[src/rtl/store_commit_buffer_pkg.sv]
`default_nettype none
// +----------------------------------------------------------------------+
// | store_commit_buffer_pkg                                              |
// | Entry-state encoding and default widths for the store commit buffer. |
// | Revision: 1.0                                                        |
// +----------------------------------------------------------------------+
package store_commit_buffer_pkg;

  typedef enum logic [1:0] {
    ST_EMPTY = 2'd0,
    ST_ALLOC = 2'd1,
    ST_RDY   = 2'd2,
    ST_CMT   = 2'd3
  } entry_state_e;

  localparam int c_def_depth  = 8;
  localparam int c_def_tag_w  = 5;
  localparam int c_def_addr_w = 10;
  localparam int c_def_data_w = 32;

  // Address and data are valid once an entry reaches RDY or CMT.
  function automatic logic is_resolved(input logic [1:0] st);
    return (st == ST_RDY) || (st == ST_CMT);
  endfunction

endpackage
`default_nettype wire

[src/rtl/scb_fwd_scan.sv]
`default_nettype none
// +----------------------------------------------------------------------+
// | scb_fwd_scan                                                         |
// | Youngest-first store-to-load forwarding search over occupied entries.|
// | Revision: 1.0                                                        |
// +----------------------------------------------------------------------+
module scb_fwd_scan
  import store_commit_buffer_pkg::*;
#(
  parameter int DEPTH  = c_def_depth,
  parameter int ADDR_W = c_def_addr_w,
  parameter int DATA_W = c_def_data_w,
  parameter int PTR_W  = $clog2(DEPTH),
  parameter int CNT_W  = $clog2(DEPTH + 1)
) (
  input  logic [DEPTH-1:0][1:0]        state,
  input  logic [DEPTH-1:0][ADDR_W-1:0] addr,
  input  logic [DEPTH-1:0][DATA_W-1:0] data,
  input  logic [PTR_W-1:0]             tail,
  input  logic [CNT_W-1:0]             count,
  input  logic                         ld_v,
  input  logic [ADDR_W-1:0]            ld_addr,
  output logic                         fwd_hit,
  output logic [DATA_W-1:0]            fwd_data,
  output logic                         ld_block
);

  logic [PTR_W-1:0] w_idx;
  logic             w_done;

  // ALLOC entries younger than the hit (or any ALLOC when there is no hit)
  // are exactly those visited before the search stops.
  always_comb begin
    fwd_hit  = 1'b0;
    fwd_data = '0;
    ld_block = 1'b0;
    w_done   = 1'b0;
    w_idx    = '0;
    for (int k = 0; k < DEPTH; k++) begin
      w_idx = tail - PTR_W'(k + 1);
      if (ld_v && !w_done && (CNT_W'(k) < count)) begin
        if (is_resolved(state[w_idx]) && (addr[w_idx] == ld_addr)) begin
          fwd_hit  = 1'b1;
          fwd_data = data[w_idx];
          w_done   = 1'b1;
        end else if (state[w_idx] == ST_ALLOC) begin
          ld_block = 1'b1;
        end
      end
    end
  end

endmodule
`default_nettype wire

[src/rtl/store_commit_buffer.sv]
`default_nettype none
// +----------------------------------------------------------------------+
// | store_commit_buffer                                                  |
// | In-order store queue: allocate, resolve, commit, drain, forward.     |
// | Revision: 1.0                                                        |
// +----------------------------------------------------------------------+
module store_commit_buffer
  import store_commit_buffer_pkg::*;
#(
  parameter int DEPTH  = c_def_depth,
  parameter int TAG_W  = c_def_tag_w,
  parameter int ADDR_W = c_def_addr_w,
  parameter int DATA_W = c_def_data_w
) (
  input  logic              clk,
  input  logic              rst,
  input  logic              alloc,
  input  logic [TAG_W-1:0]  alloc_tag,
  output logic              full,
  input  logic              disp_v,
  input  logic [TAG_W-1:0]  disp_tag,
  input  logic [ADDR_W-1:0] disp_addr,
  input  logic [DATA_W-1:0] disp_data,
  input  logic              disp2_v,
  input  logic [TAG_W-1:0]  disp2_tag,
  input  logic [ADDR_W-1:0] disp2_addr,
  input  logic [DATA_W-1:0] disp2_data,
  input  logic              commit_sw,
  input  logic              commit_sw2,
  input  logic              mem_stall,
  output logic              mem_we,
  output logic [ADDR_W-1:0] mem_addr,
  output logic [DATA_W-1:0] mem_wdata,
  input  logic              ld_v,
  input  logic [ADDR_W-1:0] ld_addr,
  output logic              fwd_hit,
  output logic [DATA_W-1:0] fwd_data,
  output logic              ld_block
);

  localparam int c_ptr_w = $clog2(DEPTH);
  localparam int c_cnt_w = $clog2(DEPTH + 1);

  entry_state_e      r_state [DEPTH];
  logic [TAG_W-1:0]  r_tag   [DEPTH];
  logic [ADDR_W-1:0] r_addr  [DEPTH];
  logic [DATA_W-1:0] r_data  [DEPTH];

  logic [c_ptr_w-1:0] r_head, r_cpt, r_tail;
  logic [c_cnt_w-1:0] r_count;

  logic               w_alloc_ok;
  logic               w_cm0, w_cm1;
  logic [c_ptr_w-1:0] w_cpt1, w_cpt_nxt;
  logic [DEPTH-1:0]   w_d0_hit, w_d1_hit;

  logic [DEPTH-1:0][1:0]        w_st_flat;
  logic [DEPTH-1:0][ADDR_W-1:0] w_addr_flat;
  logic [DEPTH-1:0][DATA_W-1:0] w_data_flat;

  // full follows the registered count, so a same-cycle drain cannot admit an alloc.
  assign full       = (r_count == c_cnt_w'(DEPTH));
  assign w_alloc_ok = alloc && !full;

  // commit_sw2 alone is still a single commit.
  assign w_cm0     = commit_sw || commit_sw2;
  assign w_cm1     = commit_sw && commit_sw2;
  assign w_cpt1    = r_cpt + c_ptr_w'(1);
  assign w_cpt_nxt = w_cm1 ? (w_cpt1 + c_ptr_w'(1)) : (w_cm0 ? w_cpt1 : r_cpt);

  assign mem_we    = (r_state[r_head] == ST_CMT) && !mem_stall;
  assign mem_addr  = r_addr[r_head];
  assign mem_wdata = r_data[r_head];

  always_comb begin
    w_d0_hit    = '0;
    w_d1_hit    = '0;
    w_st_flat   = '0;
    w_addr_flat = '0;
    w_data_flat = '0;
    for (int i = 0; i < DEPTH; i++) begin
      w_d0_hit[i]    = disp_v  && (r_state[i] == ST_ALLOC) && (r_tag[i] == disp_tag);
      w_d1_hit[i]    = disp2_v && (r_state[i] == ST_ALLOC) && (r_tag[i] == disp2_tag);
      w_st_flat[i]   = r_state[i];
      w_addr_flat[i] = r_addr[i];
      w_data_flat[i] = r_data[i];
    end
  end

  // Each entry is in exactly one state, so at most one branch can legally apply.
  always_ff @(posedge clk or negedge rst) begin
    if (!rst) begin
      for (int i = 0; i < DEPTH; i++) begin
        r_state[i] <= ST_EMPTY;
        r_tag[i]   <= '0;
        r_addr[i]  <= '0;
        r_data[i]  <= '0;
      end
    end else begin
      for (int i = 0; i < DEPTH; i++) begin
        if (w_alloc_ok && (r_tail == c_ptr_w'(i))) begin
          r_state[i] <= ST_ALLOC;
          r_tag[i]   <= alloc_tag;
        end else if (w_d0_hit[i]) begin
          r_state[i] <= ST_RDY;
          r_addr[i]  <= disp_addr;
          r_data[i]  <= disp_data;
        end else if (w_d1_hit[i]) begin
          r_state[i] <= ST_RDY;
          r_addr[i]  <= disp2_addr;
          r_data[i]  <= disp2_data;
        end else if ((w_cm0 && (r_cpt == c_ptr_w'(i))) ||
                     (w_cm1 && (w_cpt1 == c_ptr_w'(i)))) begin
          r_state[i] <= ST_CMT;
        end else if (mem_we && (r_head == c_ptr_w'(i))) begin
          r_state[i] <= ST_EMPTY;
        end
      end
    end
  end

  always_ff @(posedge clk or negedge rst) begin
    if (!rst) begin
      r_head  <= '0;
      r_cpt   <= '0;
      r_tail  <= '0;
      r_count <= '0;
    end else begin
      r_head  <= r_head + c_ptr_w'(mem_we);
      r_cpt   <= w_cpt_nxt;
      r_tail  <= r_tail + c_ptr_w'(w_alloc_ok);
      r_count <= r_count + c_cnt_w'(w_alloc_ok) - c_cnt_w'(mem_we);
    end
  end

  scb_fwd_scan #(
    .DEPTH  (DEPTH),
    .ADDR_W (ADDR_W),
    .DATA_W (DATA_W),
    .PTR_W  (c_ptr_w),
    .CNT_W  (c_cnt_w)
  ) u_fwd_scan (
    .state    (w_st_flat),
    .addr     (w_addr_flat),
    .data     (w_data_flat),
    .tail     (r_tail),
    .count    (r_count),
    .ld_v     (ld_v),
    .ld_addr  (ld_addr),
    .fwd_hit  (fwd_hit),
    .fwd_data (fwd_data),
    .ld_block (ld_block)
  );

endmodule
`default_nettype wire

[config.mk]
export PLATFORM = sky130hd
export DESIGN_NAME = store_commit_buffer
export DESIGN_NICKNAME = d
export VERILOG_FILES = /design/src/rtl/store_commit_buffer_pkg.sv /design/src/rtl/scb_fwd_scan.sv /design/src/rtl/store_commit_buffer.sv
export SDC_FILE = /design/constraint.sdc
export NUM_CORES = 2
export LEC_CHECK = 0
export CORE_AREA = 2 2 247 371
export CTS_BUF_LIST = sky130_fd_sc_hd__clkbuf_8
export DETAILED_ROUTE_END_ITERATION = 8
export DIE_AREA = 0 0 249 373
export GPL_TIMING_DRIVEN = 0
export SETUP_SLACK_MARGIN = 0.2
export SLEW_MARGIN = 20
export SYNTH_ARGS = -nofsm -noshare
export SYNTH_HDL_FRONTEND = slang
export SYNTH_SLANG_ARGS = --single-unit
[constraint.sdc]
create_clock -name clk -period 6.5 [get_ports clk]
set_input_delay 0.65 -clock clk [delete_from_list [all_inputs] [get_ports clk]]
set_output_delay 0.65 -clock clk [all_outputs]
set_load 0.01 [all_outputs]
Yosys cells after proc, flatten, opt, wreduce, memory -nomap -nowiden
Cells that the tools add are included.
{"block": "totals", "register_bits": 405, "input_bits": 118, "output_inout_bits": 78, "wordCells": 493}
{"block": "op_classes", "add_sub_neg": 13, "order_cmp": 17, "n_eq_ne": 86, "mux": 187, "bitwise_logic": 9, "reduce_logical": 145}
{"operator": "2-to-1 mux 32 bit", "n": 42}
{"operator": "binary-select mux 32 bit (select 3 bit)", "n": 9}
{"operator": "binary-select mux 10 bit (select 3 bit)", "n": 9}
{"operator": "2-to-1 mux 10 bit", "n": 26}
{"operator": "2-to-1 mux 2 bit", "n": 50}
{"operator": "logical AND 1 bit", "n": 90}
{"operator": "equality test 10 bit", "n": 8}
{"operator": "equality test 5 bit", "n": 16}
{"operator": "binary-select mux 2 bit (select 3 bit)", "n": 9}
{"operator": "equality test 3 bit (second input constant)", "n": 16}
{"operator": "2-to-1 mux 1 bit", "n": 40}
{"operator": "nonzero test 5 bit", "n": 8}
{"operator": "equality test 2 bit (second input constant)", "n": 17}
{"operator": "equality test 2 x 1 -> 1 bit (second input constant)", "n": 16}
{"operator": "< comparator 3 x 4 -> 1 bit (second input constant)", "n": 8}
{"operator": "equality test 3 x 2 -> 1 bit (second input constant)", "n": 8}
{"operator": "nonzero test 2 bit", "n": 9}
{"operator": "logical OR 1 bit", "n": 17}
{"operator": "< comparator 3 x 4 -> 1 bit (first input constant)", "n": 4}
{"operator": "AND reduction 2 bit", "n": 8}
{"operator": "equality test 3 x 1 -> 1 bit (second input constant)", "n": 4}
{"operator": "logical NOT 3 bit", "n": 4}
{"operator": "subtractor 3 bit (second input constant)", "n": 4}
{"operator": "logical NOT 1 bit", "n": 9}
{"operator": "other kinds (13)", "n": 26}

Depth between registers and ports, before layout
{"block": "depth", "depth_word": 36, "depth_mapped": 25}

Hierarchy
Synthesis repeated with hierarchy kept, for this count alone.
{"block": "unflattened", "cells_unflattened": 3418, "hier_area_um2": 40276.1}
{"module": "store_commit_buffer", "n_inst": 1, "cells_per_inst": 1704, "area_per_inst_um2": 23692.7}
{"module": "scb_fwd_scan", "n_inst": 1, "cells_per_inst": 1714, "area_per_inst_um2": 16583.4}

Least setup slack after synthesis
No wires, ideal clock.
{"block": "synth_timing", "kind": "flip-flop to output port", "startpoint": "register r_tail[2]", "endpoint": "output port fwd_data[0]", "t_arrival_ns": 5.037, "required_ns": 5.850, "slack_ns": 0.813, "stages_incl_launch_ff": 23, "n_path_buf": 11, "cell_sequence": "dfrtp_1 buf_2 buf_2 inv_1 clkbuf_1 clkbuf_1 clkbuf_1 ha_1 buf_2 buf_2 buf_2 buf_2 mux4_2 mux2i_1 xnor2_1 nor3_1 and4_1 or3b_2 clkbuf_1 nand2_1 nand4_1 buf_2 o221ai_1"}
{"block": "synth_via", "elab_chain_len": 36}
{"item": "start: declaration", "line_no": "store_commit_buffer.sv:49", "rtl": "logic [c_ptr_w-1:0] r_head, r_cpt, r_tail;"}
{"item": "start signal: assignment", "line_no": "store_commit_buffer.sv:131", "rtl": "r_tail <= r_tail + c_ptr_w'(w_alloc_ok);"}
{"item": "branches (longest 35 deep; another with subtractor 3 x 1 -> 3 bit)"}
{"item": "2-to-1 mux 32 bit (*)", "line_no": "scb_fwd_scan.sv:41", "rtl": "if (ld_v && !w_done && (CNT_W'(k) < count)) begin"}
{"item": "end: declaration", "line_no": "store_commit_buffer.sv:37", "rtl": "output logic [DATA_W-1:0] fwd_data,"}
Mark *: on every way between the ends. The select of a mux whose other input is x is not followed.

Final worst setup path
{"block": "layout_timing", "startpoint": "register r_tail[1]", "endpoint": "output port fwd_data[23]"}
The elaborated chain is that of the path after synthesis.

==> flow_metrics.env <==
export IMPL_numCtsBuffers=71
export IMPL_setup_viol=31
export IMPL_maxCapViolCount=0
export IMPL_cts_root_buf="clkbuf_8"
export IMPL_antenna_found_initial=28
export IMPL_clock_skew_ns=0.04599
export IMPL_place_detailed_hpwl_mm=133.1
export IMPL_rows=135
export IMPL_critPathLaunchType="flip-flop"
export IMPL_drc=0
export IMPL_fmax_mhz=150.4
export IMPL_viasPerCell=7.168
export IMPL_cts_buffer_depth=3
export IMPL_slew_headroom_pct=14.08
export IMPL_place_congestion=1.018
export IMPL_violations="negative setup slack"
export IMPL_synth_main_ff_cell="dfrtp_1"
export IMPL_grt_first_pass_wirelength_mm=273.7
export IMPL_placed_area_um2=42650
export IMPL_area_delta_synth_final_pct=17.44
export IMPL_worstRegToRegCells=12
export IMPL_r2r_end="r_addr[29]$_DFFE_PN0P_"
export IMPL_path_clk_slew_ns=0.06
export IMPL_drt_initial_drc_count=5114
export IMPL_placed_cells=5156
export IMPL_critPathArrivalTime_ns=6.00
export IMPL_critPathLaunch="r_tail[1]$_DFF_PN0_"
export IMPL_critPathCaptureType="primary output"
export IMPL_ys_ff_latch=405
export IMPL_finalCritPeriodShare_pct=102.3
export IMPL_synth_fp_nets=4046
export IMPL_yosysWarnings=0
export IMPL_cp_data_required_time_ns=5.85
export IMPL_drt_first_pass_iters=9
export IMPL_irDropWorstVdd_mv=0.3291
export IMPL_synthTopCellsByCount="601 x nand2_1, 589 x mux2i_1, 465 x mux4_2, 405 x dfrtp_1, 312 x o21ai_0"
export IMPL_setup_tns_ns=-2.113
export IMPL_final_cells=5381
export IMPL_power_density_nw_per_um2=619.1
export IMPL_yosysMostFrequentCell="nand2_1"
export IMPL_status="finished with violations"
export IMPL_critPathKind="reg2out"
export IMPL_netlist_area_um2=40130
export IMPL_async_reset_ff_share_pct=100.0
export IMPL_syn_inst=3896
export IMPL_synthTopCellsByArea="mux4_2 26%, dfrtp_1 25%, mux2i_1 15%"
export IMPL_vias=38570
export IMPL_die_area_um2=92880
export IMPL_regToRegStartpoint="r_tail[2]$_DFF_PN0_"
export IMPL_hp_class="in2reg"
export IMPL_hold_start="disp_data[8]"
export IMPL_synth_edff_count=0
export IMPL_clock_sinks=405
export IMPL_fin_nets=4292
export IMPL_slowest_delay_ns=0.43
export IMPL_synth_top_area_share_pct=26.10
export IMPL_fillers=8157
export IMPL_route_antenna_remaining_nets=0
export IMPL_totalWireLength_mm=191.0
export IMPL_worst_pin_slew_ns=1.289
export IMPL_htree_levels=3
export IMPL_whs_ns=0.3232
export IMPL_cts_tree="yes"
export IMPL_grt_overflow=0
export IMPL_grt_pass1_vias=38410
export IMPL_die_width_um=249
export IMPL_clkLatencyLatePin_ns=0.78
export IMPL_reg2reg_slack_ns=1.32
export IMPL_coreArea_um2=89690
export IMPL_io_buffers=90
export IMPL_period_minus_slack_ns=6.650
export IMPL_die_h_um=373
export IMPL_hold_viol_final=0
export IMPL_p_total_mw=29.18
export IMPL_wl_per_cell_um=35.50
export IMPL_worstPathMaxFanout=8
export IMPL_avgSynthCellArea_um2=10.30
export IMPL_design_area_um2=47130
export IMPL_grtUsageTotal_pct=40.83
export IMPL_crit_path_end="fwd_data[23]"
export IMPL_path_common_cell="buf_12"
export IMPL_synth_largest_area_cell="mux4_2"
export IMPL_cpMaxStageDelayCell="dfrtp_2"
export IMPL_drive_gt1_share_pct=27.24
export IMPL_synth_distinct_cells=71
export IMPL_slew_viol_final=0
export IMPL_synth_seq_area_share_pct=25.25
export IMPL_ioPinCount=196
export IMPL_rsz0062_at_grt="true"
export IMPL_dp_worst_setup_slack_ns=-2.791
export IMPL_grt_max_degree=92
export IMPL_fin_util_pct=52.55
export IMPL_p_leak_nw=20.65
export IMPL_setup_ws_ns=-0.1496
export IMPL_initial_core_util_pct=44.74
timing repair:
item,in CTS,in global routing
hold buffers,1,0
setup buffers,53,15
cloned,7,1
pin swaps,59,34
hold endpoints to repair,68,0
endpoints found under the setup margin,34,34
resized for setup,560,127
flip-flops by register name (all words and copies together) (netlist names):
register and flops:
r_tail 3, r_addr 80, r_head 3, r_data 256, r_tag 40, r_count 4
r_cpt 3, r_state 16
power breakdown:
part	total [mW]	internal, mW	switching [mW]
sequential	5.77	3.62	2.15
clock	2.60	1.32	1.28
combinational	20.8	9.61	11.2
worst max-delay path: cells and delay by family (launching register included):
family / cells / cell delay [ns]
compound gates: 3 / 0.80
xor+xnor: 1 / 0.19
fa+ha+maj: 1 / 0.24
buf+inv: 16 / 2.42
flops: 1 / 0.43
simple gates: 4 / 1.09
cell type report:
type	instances	area (um2)	area share [%]
repair buffers	173	1768	3.751
clock inverters	38	297.8	0.6318
plain buffers	468	2884	6.119
flip-flops and latches	405	10140	21.51
well taps	1164	1456	3.090
inverters	37	158.9	0.3372
clock buffers	85	1170	2.482
diodes	25	62.56	0.1327
multi-input cells	2986	29200	61.95
how the worst min path moves through the flow:
| stage | to | slack [ns] | depth (start not counted) |
|---|---|---|---|
| after global placement | r_head[1]$_DFF_PN0_ | 0.50 | 1 |
| final | r_data[72]$_DFFE_PN0P_ | 0.32 | 3 |
| after floorplan | r_addr[0]$_DFFE_PN0P_ | 0.35 | 0 |
| after global routing | r_data[220]$_DFFE_PN0P_ | 0.34 | 3 |
| after detailed placement | r_head[1]$_DFF_PN0_ | 0.50 | 1 |
| after CTS | r_data[122]$_DFFE_PN0P_ | 0.28 | 3 |
layer usage:
layer | vias up | track usage [%] | routed length, um
li1 | 15260 | - | -
met1 | 19100 | 44.96 | 62330
met2 | 3134 | 63.95 | 86990
met3 | 1063 | 13.13 | 20850
met4 | 16 | 34.52 | 20720
met5 | - | 0.9524 | 140
cell families (layout without fill, tap and decap cells):
kind of cell / Yosys count / in the layout / share of synthesized area [%]
xor+xnor: 165 / 165 / 3.601
other cells: 0 / 25 / 0
fa+ha+maj: 32 / 32 / 1.016
compound gates: 670 / 670 / 10.57
mux: 1172 / 1172 / 44.17
simple gates: 947 / 947 / 9.958
flops: 405 / 405 / 25.25
buf+inv: 505 / 801 / 5.431
cell usage in the layout (no fill, tap or decap), types with 25 or more instances in the layout:
cell / synthesis / routed
o31ai_1: 29 / 29
mux2i_1: 589 / 579
o2111a_1: 29 / 29
ha_1: 31 / 28
clkbuf_8: 0 / 88
inv_1: 33 / 48
buf_1: 143 / 124
clkbuf_2: 3 / 44
clkdlybuf4s50_1: 0 / 55
nand3_1: 53 / 53
nand4_1: 27 / 27
clkbuf_1: 218 / 160
buf_12: 4 / 27
a21oi_1: 109 / 109
a211o_1: 30 / 30
or3_4: 0 / 25
nand2_1: 601 / 598
o221ai_4: 0 / 26
xnor2_1: 124 / 115
buf_2: 78 / 69
nor2_1: 157 / 156
buf_4: 13 / 64
mux4_2: 465 / 466
dfrtp_1: 405 / 403
diode_2: 0 / 25
buf_6: 7 / 50
o21ai_4: 0 / 26
o21ai_0: 312 / 279
mux2_2: 116 / 116
xor2_1: 41 / 39
Note: power is estimated with default switching activity, not from simulation.
